[src/rtl/wr_arria10_phy_pkg.sv]
// Shared types and default timing constants for the Arria10 deterministic word-alignment control.
package wr_arria10_phy_pkg;

   typedef enum logic [2:0] {
      ST_IDLE      = 3'd0,
      ST_RST       = 3'd1,
      ST_WAIT_LOCK = 3'd2,
      ST_ALIGN     = 3'd3,
      ST_WAIT_SYNC = 3'd4,
      ST_CHECK     = 3'd5,
      ST_LOCKED    = 3'd6,
      ST_FAIL      = 3'd7
   } det_state_e;

   typedef logic [19:0] slip_mask_t;

   localparam int unsigned c_DEF_RST_CYCLES   = 32;
   localparam int unsigned c_DEF_LOCK_TIMEOUT = 65535;
   localparam int unsigned c_DEF_ALIGN_TIMEOUT = 4095;
   localparam int unsigned c_DEF_LOS_CYCLES   = 16;
   localparam int unsigned c_DEF_MAX_RETRIES  = 15;

   function automatic int unsigned max_of4(input int unsigned a, input int unsigned b,
                                           input int unsigned c, input int unsigned d);
      int unsigned m;
      m = a;
      if (b > m) m = b;
      if (c > m) m = c;
      if (d > m) m = d;
      return m;
   endfunction

endpackage

[src/rtl/wr_det_timeout_cnt.sv]
// Loadable saturating down-counter; expired_c is high while the count sits at zero.
module wr_det_timeout_cnt #(
   parameter int unsigned g_WIDTH = 17
) (
   input  logic               clk,
   input  logic               rst_n,
   input  logic               load,
   input  logic [g_WIDTH-1:0] value,
   input  logic               dec,
   output logic               expired_c
);

   logic [g_WIDTH-1:0] count;

   always_ff @(posedge clk or negedge rst_n) begin
      if (!rst_n) begin
         count <= '0;
      end else if (load) begin
         count <= value;
      end else if (dec && (count != '0)) begin
         count <= count - g_WIDTH'(1);
      end
   end

   assign expired_c = (count == '0);

endmodule

[src/rtl/wr_arria10_det_align_ctrl.sv]
// Sequences PHY RX reset, CDR lock, word alignment and bitslip acceptance, with bounded retries.
module wr_arria10_det_align_ctrl
   import wr_arria10_phy_pkg::*;
#(
   parameter int unsigned g_BYTES         = 1,
   parameter int unsigned g_RST_CYCLES    = c_DEF_RST_CYCLES,
   parameter int unsigned g_LOCK_TIMEOUT  = c_DEF_LOCK_TIMEOUT,
   parameter int unsigned g_ALIGN_TIMEOUT = c_DEF_ALIGN_TIMEOUT,
   parameter int unsigned g_LOS_CYCLES    = c_DEF_LOS_CYCLES,
   parameter int unsigned g_MAX_RETRIES   = c_DEF_MAX_RETRIES,
   parameter slip_mask_t  g_SLIP_MASK     = 20'h00001
) (
   input  logic               clk_rx_i,
   input  logic               rst_n_i,
   input  logic               enable_i,
   input  logic               rx_is_lockedtodata_i,
   input  logic [g_BYTES-1:0] rx_syncstatus_i,
   input  logic [4:0]         rx_bitslipboundarysel_i,
   output logic               rx_digitalreset_o,
   output logic               rx_patternalign_o,
   output logic               ready_o,
   output logic               fail_o,
   output logic [4:0]         bitslip_o,
   output logic [3:0]         retries_o,
   output logic [2:0]         state_o
);

   localparam int unsigned c_TO_MAX = max_of4(g_RST_CYCLES, g_LOCK_TIMEOUT, g_ALIGN_TIMEOUT, g_LOS_CYCLES);
   localparam int unsigned c_TW     = $clog2(c_TO_MAX) + 1;
   localparam int unsigned c_SYM_W  = 10 * g_BYTES;

   // Counter is loaded with N-1 so the state is left on the N-th cycle spent in it.
   localparam logic [c_TW-1:0] c_RST_LOAD   = c_TW'(g_RST_CYCLES - 1);
   localparam logic [c_TW-1:0] c_LOCK_LOAD  = c_TW'(g_LOCK_TIMEOUT - 1);
   localparam logic [c_TW-1:0] c_ALIGN_LOAD = c_TW'(g_ALIGN_TIMEOUT - 1);
   localparam logic [c_TW-1:0] c_LOS_LOAD   = c_TW'(g_LOS_CYCLES - 1);
   localparam logic [3:0]      c_MAX_RT     = 4'(g_MAX_RETRIES);
   localparam logic [31:0]     c_MASK_EXT   = 32'(g_SLIP_MASK);

   logic [1:0]      rst_sync;
   logic            rst_n;
   det_state_e      state;
   det_state_e      state_nx;
   logic [3:0]      retries_nx;
   logic [4:0]      bitslip_nx;
   logic            tmr_load;
   logic [c_TW-1:0] tmr_value;
   logic            tmr_dec;
   logic            tmr_expired;
   logic            retry;
   logic            sync_all;
   logic            slip_ok;

   // Asynchronous assertion, release aligned to clk_rx_i.
   always_ff @(posedge clk_rx_i or negedge rst_n_i) begin
      if (!rst_n_i) rst_sync <= 2'b00;
      else          rst_sync <= {rst_sync[0], 1'b1};
   end
   assign rst_n = rst_sync[1];

   assign sync_all = &rx_syncstatus_i;
   assign slip_ok  = (32'(rx_bitslipboundarysel_i) < c_SYM_W) && c_MASK_EXT[rx_bitslipboundarysel_i];

   wr_det_timeout_cnt #(.g_WIDTH(c_TW)) u_timeout (
      .clk       (clk_rx_i),
      .rst_n     (rst_n),
      .load      (tmr_load),
      .value     (tmr_value),
      .dec       (tmr_dec),
      .expired_c (tmr_expired)
   );

   always_ff @(posedge clk_rx_i or negedge rst_n) begin
      if (!rst_n) state <= ST_IDLE;
      else        state <= state_nx;
   end

   always_comb begin
      state_nx   = state;
      retries_nx = retries_o;
      bitslip_nx = bitslip_o;
      tmr_load   = 1'b0;
      tmr_value  = '0;
      tmr_dec    = 1'b0;
      retry      = 1'b0;
      if (!enable_i) begin
         state_nx   = ST_IDLE;
         retries_nx = '0;
      end else begin
         // Success conditions are tested before the timeout in every waiting state.
         case (state)
            ST_IDLE: begin
               state_nx  = ST_RST;
               tmr_load  = 1'b1;
               tmr_value = c_RST_LOAD;
            end
            ST_RST: begin
               if (tmr_expired) begin
                  state_nx  = ST_WAIT_LOCK;
                  tmr_load  = 1'b1;
                  tmr_value = c_LOCK_LOAD;
               end else begin
                  tmr_dec = 1'b1;
               end
            end
            ST_WAIT_LOCK: begin
               if (rx_is_lockedtodata_i) state_nx = ST_ALIGN;
               else if (tmr_expired)     retry    = 1'b1;
               else                      tmr_dec  = 1'b1;
            end
            ST_ALIGN: begin
               state_nx  = ST_WAIT_SYNC;
               tmr_load  = 1'b1;
               tmr_value = c_ALIGN_LOAD;
            end
            ST_WAIT_SYNC: begin
               if (sync_all)         state_nx = ST_CHECK;
               else if (tmr_expired) retry    = 1'b1;
               else                  tmr_dec  = 1'b1;
            end
            ST_CHECK: begin
               if (slip_ok) begin
                  state_nx   = ST_LOCKED;
                  bitslip_nx = rx_bitslipboundarysel_i;
                  retries_nx = '0;
                  tmr_load   = 1'b1;
                  tmr_value  = c_LOS_LOAD;
               end else begin
                  retry = 1'b1;
               end
            end
            ST_LOCKED: begin
               if (!rx_is_lockedtodata_i) begin
                  retry = 1'b1;
               end else if (sync_all) begin
                  tmr_load  = 1'b1;
                  tmr_value = c_LOS_LOAD;
               end else if (tmr_expired) begin
                  retry = 1'b1;
               end else begin
                  tmr_dec = 1'b1;
               end
            end
            ST_FAIL: state_nx = ST_FAIL;
         endcase
         if (retry) begin
            if (retries_o == c_MAX_RT) begin
               state_nx = ST_FAIL;
            end else begin
               state_nx   = ST_RST;
               retries_nx = (retries_o == 4'hF) ? retries_o : retries_o + 4'd1;
               tmr_load   = 1'b1;
               tmr_value  = c_RST_LOAD;
            end
         end
      end
   end

   // Outputs are registered decodes of the next state so they change with the state register.
   always_ff @(posedge clk_rx_i or negedge rst_n) begin
      if (!rst_n) begin
         rx_digitalreset_o <= 1'b1;
         rx_patternalign_o <= 1'b0;
         ready_o           <= 1'b0;
         fail_o            <= 1'b0;
         bitslip_o         <= '0;
         retries_o         <= '0;
      end else begin
         rx_digitalreset_o <= (state_nx == ST_IDLE) || (state_nx == ST_RST) || (state_nx == ST_FAIL);
         rx_patternalign_o <= (state_nx == ST_ALIGN);
         ready_o           <= (state_nx == ST_LOCKED);
         fail_o            <= (state_nx == ST_FAIL);
         bitslip_o         <= bitslip_nx;
         retries_o         <= retries_nx;
      end
   end

   assign state_o = state;

endmodule

[config.mk]
export PLATFORM = sky130hd
export DESIGN_NAME = wr_arria10_det_align_ctrl
export DESIGN_NICKNAME = d
export VERILOG_FILES = /design/src/rtl/wr_arria10_phy_pkg.sv /design/src/rtl/wr_det_timeout_cnt.sv /design/src/rtl/wr_arria10_det_align_ctrl.sv
export SDC_FILE = /design/constraint.sdc
export NUM_CORES = 1
export LEC_CHECK = 0
export CAP_MARGIN = 20
export CORE_MARGIN = 2
export CORE_UTILIZATION = 60
export CTS_CLUSTER_DIAMETER = 120
export DETAILED_ROUTE_END_ITERATION = 10
export PLACE_DENSITY = 0.85
export SKIP_CTS_REPAIR_TIMING = 1
export SYNTH_ARGS = -nofsm -noshare
export SYNTH_HDL_FRONTEND = slang
export SYNTH_HIERARCHICAL = 1
export SYNTH_SLANG_ARGS = --single-unit
[constraint.sdc]
create_clock -name clk_rx_i -period 3 [get_ports clk_rx_i]
set_input_delay 0.75 -clock clk_rx_i [delete_from_list [all_inputs] [get_ports clk_rx_i]]
set_output_delay 0.75 -clock clk_rx_i [all_outputs]
set_load 0.1 [all_outputs]
==> qor.yml <==
track_usage_pct: 28.6
wl_per_cell_um: 16.6
crit_path_frequent_cell: "buf_4"
fmax_mhz: 328
synth_edf_count: 0
slew_viol_final: 0
worst_pin_slew_ns: 0.563
post-place-ws_ns: -0.117
slowest_delay_ns: 0.45
cp.arrival_ns: 3.21
tns_ns: -0.0458
fillers: 238
vias_per_cell: 6.52
postLayoutCoreUtil_pct: 78.9
setup_ws_ns: -0.0458
area_growth_pct: 27.9
synthCells: 249
cts.clk_slew.worst_paths_ns: 0.08
crit_path_top_delay_cell: "dfrtp_1"
max-cap-violations: 0
synth_cell_types: 60
core_um2: 3610
grt-ovfl-total: 0
syn-num-nets: 261
die_h_um: 64.9
path_cells: "nor3_2, nand3_1, nor3_1, buf_4, nor2_2, o21ai_4, a21oi_2, nor2_2, o31a_1, buf_4, buf_4, nand2b_1, o21ai_0, a31oi_1, o21ai_1"
min_period_over_period_pct: 102
startpoint_type: "register"
synth.avg_cell_area_um2: 8.94
clockBufferDepth: 2
ant_nets: 0
placed_cells: 342
worst-path-max-fanout: 10
p_leak_nw: 1.24
ios: 26
grt_max_degree: 22
numCtsBuffers: 5
initial_core_util_pct: 61.7
grt_pass1_wl_um: 9320
async_flop_share_pct: 100
fin_skew_ns: 0.0132
first_global_vias: 2024
synthFlopType: "dfrtp_1"
worst-path-buf-inv: 3
holdWs_ns: 0.222
vdd.ir_drop.worst_mv: 0.395
die_area_um2: 4210
dpl.hpwl_um: 4040
hp-class: "reg -> async"
tritoncts: "yes"
critPathCaptureType: "register"
antenna_found_initial: 0
rows: 22
first_iter_violations: 380
gp_congestion: 0.967
antennaDiodeCount: 0
period_minus_slack_ns: 3.05
hold_viol_final: 0
clock-sinks: 35
layout.cells.non_filler: 351
path_class: "reg -> reg"
vias: 2287
design_area_um2: 2850
htreeDepth: 2
pwr_density_cell_nw_per_um2: 465
violations: "negative setup slack"
synth_seq_cells: 35
clk_latency_ns: 0.29
status: "finished with violations"
netlist_area_um2: 2230
die_w_um: 64.9
setup_violations: 1
ys_seq_area_share_pct: 39.4
io_buffers: 25
placed_area_um2: 2690
drt_wl_total_um: 5830
required_ns: 3.17
layout.nets: 314
drc: 0
drive_gt1_share_pct: 27.7
dr.pass1.iters: 6
ys_warn_count: 6
slew_headroom_pct: 62.2
clockRootBuffer: "clkbuf_8"
power_mw: 1.32
cp_top_family: "simple AND/OR/NAND/NOR gates"
==> metal layers <==
layer | global-route usage [%] | part of all wire (%)
met3 | 5.38 | 8.1
met2 | 42.8 | 46
met4 | 8.51 | 2.0
met5 | 0 | 0
met1 | 42.3 | 44
==> sequential cells by signal, summed over array words and instances (netlist names) <==
name	cells
rx_digitalreset_o	1
u_timeout/count	17
ready_o	1
fail_o	1
rx_patternalign_o	1
state_o	3
bitslip_o	5
rst_sync	2
retries_o	4
==> cells in the final DEF (no fill, tap or decap), drive strengths merged, types with 2 or more instances in the layout <==
cell type / n
a211oi: 4
a21oi: 9
a22oi: 2
a31oi: 13
and2: 8
and3: 3
buf: 50
clkbuf: 5
clkdlybuf4s50: 9
clkinv: 2
conb: 2
dfrtp: 34
ha: 2
inv: 10
nand2: 13
nand2b: 4
nand3: 11
nand3b: 2
nand4: 4
nor2: 31
nor2b: 2
nor3: 9
nor3b: 8
nor4: 4
o2111ai: 2
o211ai: 2
o21a: 4
o21ai: 11
o21bai: 2
o22ai: 2
o31a: 2
o31ai: 5
o41ai: 5
or3: 4
or4: 9
or4b: 2
==> layout make-up <==
cell class / count / area, µm² / area share, %
multi-input cells: 191 / 1280 / 44.9
flip-flops and latches: 35 / 880 / 30.9
clock inverters: 3 / 43.8 / 1.54
well taps: 48 / 60.1 / 2.11
inverters: 10 / 37.5 / 1.32
clock buffers: 5 / 68.8 / 2.42
repair buffers: 59 / 478 / 16.8
==> path summary, 6_finish.rpt <==
check                                                 from                               to  slack, ns  cells after the start
hold reg to reg                      rst_sync[1]$_DFF_PN0_   u_timeout/count[0]$_DFFE_PN0P_       0.22                      0
min in group clk_rx_i                rst_sync[0]$_DFF_PN0_            rst_sync[1]$_DFF_PN0_       0.36                      0
hold / removal                       rst_sync[1]$_DFF_PN0_   u_timeout/count[0]$_DFFE_PN0P_       0.22                      0
setup / recovery           u_timeout/count[12]$_DFFE_PN0P_  u_timeout/count[15]$_DFFE_PN0P_      -0.05                     15
max in group asynchronous            rst_sync[1]$_DFF_PN0_      rx_digitalreset_o$_DFF_PN1_       2.03                      1
setup reg to reg           u_timeout/count[12]$_DFFE_PN0P_  u_timeout/count[15]$_DFFE_PN0P_      -0.05                     15
==> power breakdown <==
| group | switching (mW) | internal [mW] | total [mW] |
|---|---|---|---|
| combinational | 0.169 | 0.140 | 0.309 |
| sequential | 0.0685 | 0.518 | 0.586 |
| clock | 0.180 | 0.247 | 0.427 |
==> cells by family after synthesis <==
group | Yosys count | synth area share (%)
adder cells (fa/ha/maj) | 2 | 1.12
AND/OR/NAND/NOR | 118 | 31.7
AO/OA/AOI/OAI | 67 | 21.5
multiplexers | 2 | 0.956
buffers and inverters | 23 | 4.95
flip-flops | 35 | 39.4
other | 2 | 0.337
==> Yosys cell counts, drive strengths merged (5+ instances only) <==
master  count  area, µm²
a31oi      13       81.3
a21oi       9       48.8
nand3      11       60.1
and2        8       52.6
inv        10       37.5
buf         6       45.0
nor2       31        121
nor3b       8       60.1
o21ai      11       58.8
o31ai       5       37.5
o41ai       5       43.8
clkbuf      7       27.5
nor3        9       55.1
dfrtp      34        851
nand2      13       51.3
or4         9       71.3
(Power assumes the default switching activity.)
